<file path="src/rtl/mem_port_arbiter_pkg.sv">
// Shared definitions for the instruction/data refill memory-port arbiter.
// State encoding, requester IDs and line geometry helpers.
package mem_arb_pkg;

    typedef enum logic [1:0] {
        IDLE    = 2'd0,
        GRANT_I = 2'd1,
        GRANT_D = 2'd2
    } arb_state_e;

    typedef enum logic {
        REQ_I = 1'b0,
        REQ_D = 1'b1
    } req_id_e;

    localparam int DEF_LINE_WORDS = 4;
    localparam int LINE_BYTES     = DEF_LINE_WORDS * 4;
    localparam int OFFSET_BITS    = $clog2(LINE_BYTES);

    // Byte-offset width of a line holding 'words' 32-bit words.
    function automatic int offset_bits(input int words);
        return $clog2(words * 4);
    endfunction

endpackage

</file>
<file path="src/rtl/mem_port_arbiter_burst_addr_gen.sv">
// Beat counter plus latched line base; produces the word byte address of the
// current beat and flags the final beat of the line.
module burst_addr_gen
    import mem_arb_pkg::*;
#(
    parameter int LINE_WORDS = 4,
    parameter int ADDR_W     = 32
) (
    input  logic              clk,
    input  logic              rst,
    input  logic              load,
    input  logic [ADDR_W-1:0] base,
    input  logic              advance,
    output logic [ADDR_W-1:0] addr,
    output logic              last_beat
);

    localparam int BEAT_W = $clog2(LINE_WORDS);
    localparam int OFF_W  = offset_bits(LINE_WORDS);
    localparam logic [ADDR_W-1:0] OFF_MASK = ADDR_W'((1 << OFF_W) - 1);

    logic [BEAT_W-1:0] beat;
    logic [ADDR_W-1:0] base_q;

    always_ff @(posedge clk or posedge rst) begin
        if (rst) begin
            beat   <= '0;
            base_q <= '0;
        end else if (load) begin
            base_q <= base & ~OFF_MASK;
            beat   <= '0;
        end else if (advance) begin
            beat <= last_beat ? '0 : beat + BEAT_W'(1);
        end
    end

    // Offset stays inside the line, so the sum never carries into the next line.
    assign addr      = base_q + ADDR_W'({beat, 2'b00});
    assign last_beat = (beat == BEAT_W'(LINE_WORDS - 1));

endmodule

</file>
<file path="src/rtl/mem_port_arbiter.sv">
// Round-robin arbiter sharing one single-word memory port between the
// I-side refill (read only) and the D-side refill/writeback bursts.
module mem_port_arbiter
    import mem_arb_pkg::*;
#(
    parameter int LINE_WORDS = 4,
    parameter int ADDR_W     = 32,
    parameter int DATA_W     = 32
) (
    input  logic              clk,
    input  logic              rst,
    input  logic              i_req,
    input  logic [ADDR_W-1:0] i_addr,
    output logic [DATA_W-1:0] i_rdata,
    output logic              i_rvalid,
    output logic              i_done,
    input  logic              d_req,
    input  logic              d_we,
    input  logic [ADDR_W-1:0] d_addr,
    input  logic [DATA_W-1:0] d_wdata,
    output logic              d_wready,
    output logic [DATA_W-1:0] d_rdata,
    output logic              d_rvalid,
    output logic              d_done,
    output logic              mem_req,
    output logic              mem_we,
    output logic [ADDR_W-1:0] mem_addr,
    output logic [DATA_W-1:0] mem_wdata,
    input  logic              mem_ready,
    input  logic [DATA_W-1:0] mem_rdata,
    output logic              busy
);

    arb_state_e        state, state_nxt;
    req_id_e           last_grant, last_grant_nxt;
    logic              we_q, we_nxt;
    logic              i_elig, d_elig;
    logic              load;
    logic [ADDR_W-1:0] load_base;
    logic              beat_done;
    logic              last_beat;
    logic [ADDR_W-1:0] gen_addr;

    // A requester's own done cycle must not look like a fresh request.
    assign i_elig    = i_req && !i_done;
    assign d_elig    = d_req && !d_done;
    assign beat_done = (state != IDLE) && mem_ready;

    always_ff @(posedge clk or posedge rst) begin
        if (rst) begin
            state      <= IDLE;
            last_grant <= REQ_I;
            we_q       <= 1'b0;
        end else begin
            state      <= state_nxt;
            last_grant <= last_grant_nxt;
            we_q       <= we_nxt;
        end
    end

    always_comb begin
        state_nxt      = state;
        last_grant_nxt = last_grant;
        we_nxt         = we_q;
        load           = 1'b0;
        load_base      = i_addr;
        case (state)
            IDLE: begin
                if (d_elig && (!i_elig || last_grant == REQ_I)) begin
                    state_nxt      = GRANT_D;
                    last_grant_nxt = REQ_D;
                    we_nxt         = d_we;
                    load           = 1'b1;
                    load_base      = d_addr;
                end else if (i_elig) begin
                    state_nxt      = GRANT_I;
                    last_grant_nxt = REQ_I;
                    we_nxt         = 1'b0;
                    load           = 1'b1;
                end
            end
            GRANT_I, GRANT_D: begin
                if (beat_done && last_beat)
                    state_nxt = IDLE;
            end
            default: state_nxt = IDLE;
        endcase
    end

    burst_addr_gen #(
        .LINE_WORDS(LINE_WORDS),
        .ADDR_W    (ADDR_W)
    ) u_addr_gen (
        .clk      (clk),
        .rst      (rst),
        .load     (load),
        .base     (load_base),
        .advance  (beat_done),
        .addr     (gen_addr),
        .last_beat(last_beat)
    );

    assign busy      = (state != IDLE);
    assign mem_req   = busy;
    assign mem_we    = busy && we_q;
    assign mem_addr  = busy ? gen_addr : '0;
    assign mem_wdata = (state == GRANT_D && we_q) ? d_wdata : '0;
    assign d_wready  = (state == GRANT_D) && we_q && mem_ready;

    // Read data is returned one cycle after its beat; done lines up with the last one.
    always_ff @(posedge clk or posedge rst) begin
        if (rst) begin
            i_rvalid <= 1'b0;
            i_rdata  <= '0;
            i_done   <= 1'b0;
            d_rvalid <= 1'b0;
            d_rdata  <= '0;
            d_done   <= 1'b0;
        end else begin
            i_rvalid <= 1'b0;
            d_rvalid <= 1'b0;
            i_done   <= 1'b0;
            d_done   <= 1'b0;
            if (beat_done && !we_q) begin
                if (state == GRANT_I) begin
                    i_rvalid <= 1'b1;
                    i_rdata  <= mem_rdata;
                end else begin
                    d_rvalid <= 1'b1;
                    d_rdata  <= mem_rdata;
                end
            end
            if (beat_done && last_beat) begin
                if (state == GRANT_I) i_done <= 1'b1;
                else                  d_done <= 1'b1;
            end
        end
    end

endmodule

</file>
<file path="config.mk">
export PLATFORM = sky130hd
export DESIGN_NAME = mem_port_arbiter
export DESIGN_NICKNAME = d
export VERILOG_FILES = /design/src/rtl/mem_port_arbiter_pkg.sv /design/src/rtl/mem_port_arbiter_burst_addr_gen.sv /design/src/rtl/mem_port_arbiter.sv
export SDC_FILE = /design/constraint.sdc
export NUM_CORES = 1
export LEC_CHECK = 0
export CAP_MARGIN = 30
export CORE_MARGIN = 3
export CORE_UTILIZATION = 40
export CTS_BUF_LIST = sky130_fd_sc_hd__clkbuf_4
export CTS_CLUSTER_DIAMETER = 40
export DETAILED_ROUTE_END_ITERATION = 8
export PLACE_DENSITY = 0.81
export SETUP_SLACK_MARGIN = 0.2
export SYNTH_ARGS = -nofsm -noshare
export SYNTH_HDL_FRONTEND = slang
export SYNTH_HIERARCHICAL = 1
export SYNTH_SLANG_ARGS = --single-unit
</file>
<file path="constraint.sdc">
create_clock -name clk -period 2.8 [get_ports clk]
set_input_delay 0.28 -clock clk [delete_from_list [all_inputs] [get_ports clk]]
set_output_delay 0.28 -clock clk [all_outputs]
set_load 0.005 [all_outputs]
</file>
==> results of run 1 <==
==> stage by stage <==
step	area (um^2)	cells	power [mW]	hold WS (ns)	worst slack (ns)
4_1_cts	7610	756	7.06	0.160	0.246
6_report	7620	756	6.98	0.181	0.292
3_5_place_dp	7480	740	6.33	0.484	0.458
2_1_floorplan	4800	354	4.30	0.371	0.695
5_1_grt	7620	756	7.45	0.208	0.138
3_3_place_gp	7480	740	6.20	0.467	0.497
==> state kept, by name, summed over array words and instances (netlist names), 2 cells and up <==
name               flops
u_addr_gen/beat        2
d_rdata               32
i_rdata               32
state                  2
u_addr_gen/base_q     28
==> cells in the final DEF (no fill, tap or decap), drive strengths merged <==
cell type,n
o21ai,1
o22ai,2
nor2,4
and3,35
nor2b,33
and2,1
nand3b,1
clkdlybuf4s50,259
conb,2
clkinvlp,1
a21oi,2
or3b,1
buf,11
dfrtp,102
nand2b,4
nor3b,1
a32oi,1
o2111ai,1
mux2i,1
inv,11
ha,4
a22oi,1
clkbuf,9
clkinv,4
o32ai,1
mux2,120
==> cell type report <==
type,instances,area [um^2],share of cell area
Multi-Input combinational cell,216,2040,0.268
Sequential cell,102,2550,0.335
Tap cell,143,179,0.0235
Clock inverter,7,58.8,0.00772
Timing Repair Buffer,270,2690,0.353
Clock buffer,9,67.6,0.00887
Inverter,9,33.8,0.00443
==> power by group through the flow <==
stage          clock network [mW]  logic [mW]  registers, mW
2_1_floorplan                   0        1.75           2.55
6_report                    0.711        3.68           2.59
3_3_place_gp                    0        3.62           2.58
4_1_cts                     0.744        3.73           2.59
5_1_grt                     0.795        3.96           2.69
3_5_place_dp                    0        3.70           2.62
==> worst paths after layout <==
check | startpoint | to | slack [ns]
worst min register to register | i_rdata[16]$_DFFE_PP0P_ | i_rdata[16]$_DFFE_PP0P_ | 0.51
worst max register to register | state[0]$_DFFE_PP0P_ | u_addr_gen/base_q[6]$_DFFE_PP0P_ | 0.49
max in group asynchronous | rst | d_rdata[10]$_DFFE_PP0P_ | 1.97
min in group clk | d_we | we_q$_DFFE_PP0P_ | 0.37
worst max-delay path | state[0]$_DFFE_PP0P_ | mem_req | 0.29
worst min-delay path | rst | i_rdata[28]$_DFFE_PP0P_ | 0.18
==> repair_timing <==
item                                    4_1_cts  5_1_grt
resized for setup                             3        1
endpoints found under the setup margin       35       31
setup buffers                                 0        0
==> per-layer routing <==
layer	up-vias	wire length [um]	track usage
li1	1734	-	-
met1	1795	5350	0.227
met2	152	6580	0.345
met3	21	1110	0.0689
met4	0	283	0.0642
met5	-	0	0
==> worst max-delay path, stage by stage (launching register included) <==
cell and delay (ns):
dfrtp_1 0.41, inv_1 0.16, ha_2 0.31, buf_4 0.27, inv_1 0.16, clkdlybuf4s50_1 0.48
==> results.ini, run 1 <==
[final_layout]
utilization = 0.659
n_antenna_cell = 0
drive_gt1_frac = 0.250
area_growth_pct = 58.9
nets = 746
nFillCells = 902

[critical_path]
ff2ff_path_depth = 7
critPathLaunchType = flop
worst_ep_required_time_ns = 2.52
end_kind = output pin
cp_max_fo = 19
crit_arrival_ns = 2.23
crit_type = reg -> out

[power]
power_density_nw_per_um2 = 916
clockPowerShare = 0.102
switching_power_mw = 2.17
seq_power_share = 0.371
p_int_mw = 4.80
static-leakage-power_nw = 3.22
ir_drop_mv = 0.470
switching_share = 0.311
pwr-share-comb = 0.527

[timing]
hold_viol_final = 0
period_share = 0.896
fin_setup_tns_ns = 0
rsz0062_at_grt = true
slew_headroom = 0.657
worst_pin_slew_ns = 0.514
skew_ns = 0.0192
period_minus_slack_ns = 2.51
setup_viol = 0
max_freq_mhz = 399
final_max_slew_viol_count = 0

[global_routing]
antenna_found_initial = 0
grt_pass1_vias = 4032
grt_overflow = 0
track_usage = 0.198
grt_max_degree = 51
grt_first_pass_wirelength_um = 20500

[route]
wl_per_cell_um = 17.6
wl_um = 13300
num_vias = 3702
drc = 0
drt_iter0_markers = 145
final_antenna_net_count = 0
first_pass_iters = 4
vias_per_cell = 4.90

[run_status]
status = finished, final reports clean

[place]
place_congestion = 0.761
io_buffers = 259
hpwl_um = 10400

[floorplanning]
rows = 39
core_um2 = 11600
dieArea_um2 = 13300
die_w_um = 115
start_util = 0.414
die_y_um = 115
io_pins = 270

[clock_tree]
cts_sinks = 102
cts_max_level = 3
cts_tree = yes
cts_made_buffers = 9
clock_latency_ns = 0.45
cts.path.max_buffers = 2
hold_buffers = 0
cts-root-buf = clkbuf_4
clkTransAtPathRegs_ns = 0.16

[synth]
syn_inst = 353
netlist_area_um2 = 4790
syn_area_per_cell_um2 = 13.6
synth_warnings = 6

[flow_run]
maxCapViolCount = 0

[hold_path]
worstHoldPathType = in -> async

(Power assumes the default switching activity.)
==> inputs of run 2 (changes only) <==
--- a/config.mk
+++ b/config.mk
@@ -7,11 +7,10 @@
 export LEC_CHECK = 0
 export CAP_MARGIN = 30
 export CORE_MARGIN = 3
-export CORE_UTILIZATION = 40
-export CTS_BUF_LIST = sky130_fd_sc_hd__clkbuf_4
+export CORE_UTILIZATION = 39
 export CTS_CLUSTER_DIAMETER = 40
 export DETAILED_ROUTE_END_ITERATION = 8
-export PLACE_DENSITY = 0.81
+export PLACE_DENSITY = 0.79
 export SETUP_SLACK_MARGIN = 0.2
 export SYNTH_ARGS = -nofsm -noshare
 export SYNTH_HDL_FRONTEND = slang
==> run 2 against run 1 <==
- flip-flop and latch count stayed put
- total power is 10% higher
- maximum frequency is 8.6% higher
- sequential power is 2% lower
- utilization is 1.0 points higher
- first-iteration DRC count is 20% higher
- cell count is 0.13% lower
- final area is 2.8% higher
- sequential share of layout area is 0.94 points lower
- critical path depth stayed put
- combinational power is 2% higher
==> results.ini, run 2 (synthesis gave the netlist of run 1 again) <==
[run_status]
status = finished, final reports clean  ; unchanged

[route]
first_pass_iters = 4  ; unchanged
final_antenna_net_count = 0  ; unchanged
drt_iter0_markers = 174  ; was 145
drc = 0  ; unchanged
vias_per_cell = 4.91  ; was 4.90
wl_um = 13600  ; was 13,300 um
wl_per_cell_um = 18.0  ; was 17.6 um
num_vias = 3704  ; was 3,702

[critical_path]
crit_arrival_ns = 2.03  ; was 2.23 ns
cp_max_fo = 22  ; was 19
path_buf_inv = 3  ; was 4
end_kind = output pin  ; unchanged
cp_slowest_stage_delay_ns = 0.54  ; was 0.48 ns
critPathLaunchType = flop  ; unchanged
crit_chain = inv_1, ha_1, buf_4, nor2b_1, clkdlybuf4s50_1  ; was inv_1, ha_2, buf_4, inv_1, clkdlybuf4s50_1
worst_ep_required_time_ns = 2.52  ; about the same
crit_type = reg -> out  ; unchanged
slowest_stage = clkdlybuf4s50_1  ; unchanged
crit_family = buffers and inverters  ; unchanged

[global_routing]
antenna_found_initial = 0  ; unchanged
track_usage = 0.195  ; was 0.198
grt_first_pass_wirelength_um = 20700  ; was 20,500 um
grt_pass1_vias = 3983  ; was 4,032
grt_overflow = 0  ; unchanged
grt_max_degree = 73  ; was 51

[timing]
fin_setup_tns_ns = 0  ; unchanged
worst_pin_slew_ns = 0.826  ; was 0.514 ns
period_minus_slack_ns = 2.31  ; was 2.51 ns
skew_ns = 0.00813  ; was 0.0192 ns
hold_viol_final = 0  ; unchanged
setup_slack_ns = 0.491  ; was 0.292 ns
final_max_slew_viol_count = 0  ; unchanged
rsz0062_at_grt = false  ; was true
period_share = 0.825  ; was 0.896
max_freq_mhz = 433  ; was 399 MHz
setup_viol = 0  ; unchanged
slew_headroom = 0.449  ; was 0.657

[power]
static-leakage-power_nw = 3.32  ; was 3.22 nW
ir_drop_mv = 0.484  ; was 0.470 mV
power_density_nw_per_um2 = 983  ; was 916 nW/um^2
power_mw = 7.70  ; was 6.98 mW

[place]
dp_slack_ns = 0.398  ; was 0.458 ns
place_congestion = 0.778  ; was 0.761
io_buffers = 259  ; unchanged
hpwl_um = 10400  ; about the same

[final_layout]
drive_gt1_frac = 0.245  ; was 0.250
utilization = 0.669  ; was 0.659
n_antenna_cell = 0  ; unchanged
final_common_cell = clkdlybuf4s50_1  ; unchanged
nets = 745  ; was 746
mostFrequentLayoutCells = clkdlybuf4s50_1, mux2_2, dfrtp_1  ; unchanged
area_growth_pct = 63.4  ; was 58.9%
top_regs = d_rdata x32, i_rdata x32, u_addr_gen/base_q x28  ; unchanged

[clock_tree]
hold_buffers = 0  ; unchanged
clock_latency_ns = 0.34  ; was 0.45 ns
clkTransAtPathRegs_ns = 0.07  ; was 0.16 ns
cts_sinks = 102  ; unchanged
cts_setup_buffers = 0  ; unchanged
cts_made_buffers = 9  ; unchanged
cts_resized = 0  ; was 3
cts_max_level = 3  ; unchanged
cts-root-buf = clkbuf_16  ; was clkbuf_4
cts_tree = yes  ; unchanged
cts.path.max_buffers = 2  ; unchanged

[floorplanning]
die_w_um = 117  ; was 115 um
dieArea_um2 = 13700  ; was 13,300 um^2
die_y_um = 117  ; was 115 um
io_pins = 270  ; unchanged
core_um2 = 11700  ; was 11,600 um^2
rows = 39  ; unchanged
start_util = 0.409  ; was 0.414

[flow_run]
maxCapViolCount = 0  ; unchanged

[hold_path]
worstHoldPathType = in -> async  ; unchanged

==> run 2: cell types whose count changed in the layout (fill, tap and decap cells not counted), sizes merged <==
cell,delta
inv,+1
buf,-1
clkinv,-2
clkinvlp,-1
bufinv,+2
==> run 2: worst paths after layout <==
kind	startpoint	to	slack (ns)	cells after the start
max	state[0]$_DFFE_PP0P_	mem_addr[11]	0.49	5
min	rst	d_rdata[2]$_DFFE_PP0P_	0.37	3
max reg2reg	state[0]$_DFFE_PP0P_	i_rdata[18]$_DFFE_PP0P_	0.59	5
min reg2reg	i_rdata[16]$_DFFE_PP0P_	i_rdata[16]$_DFFE_PP0P_	0.49	1
max in group asynchronous	rst	d_rdata[9]$_DFFE_PP0P_	2.11	3
min in group clk	d_we	we_q$_DFFE_PP0P_	0.48	3
==> run 2: per-layer routing <==
metal | vias to the layer above | global-route usage | routed length (um)
li1 | 1730 | - | -
met1 | 1802 | 0.215 | 5000
met2 | 163 | 0.358 | 7120
met3 | 9 | 0.0715 | 1380
met4 | 0 | 0.0459 | 129
met5 | - | 0 | 0
==> run 2: layout make-up <==
class                      count  area (um^2)
clock buffer                   9          225
clock inverter                 7          114
fill                         914         3880
inverter                       9         33.8
multi-input combinational    216         2020
sequential                   102         2550
tap                          143          179
timing repair buffer         269         2710
==> run 2: stage by stage <==
step	area, um^2	hold slack [ns]	std cells
finish	7830	0.369	755
global route	7830	0.417	755
CTS	7830	0.380	755
detailed placement	7490	0.479	739
global placement	7490	0.468	739
floorplan	4800	0.371	354
==> run 2: power by group <==
part	internal (mW)	total [mW]	switching, mW
Combinational	2.44	3.77	1.33
Sequential	2.19	2.55	0.353
Clock	0.806	1.38	0.577
Total	5.44	7.70	2.26
==> run 2: worst register-to-register path, delay by kind of cell (launching register included) <==
| kind | cells | cell delay, ns |
|---|---|---|
| multiplexers | 1 | 0.44 |
| buffers and inverters | 1 | 0.08 |
| adder cells (fa/ha/maj) | 1 | 0.27 |
| flip-flops | 1 | 0.36 |
| AND/OR/NAND/NOR | 2 | 0.94 |
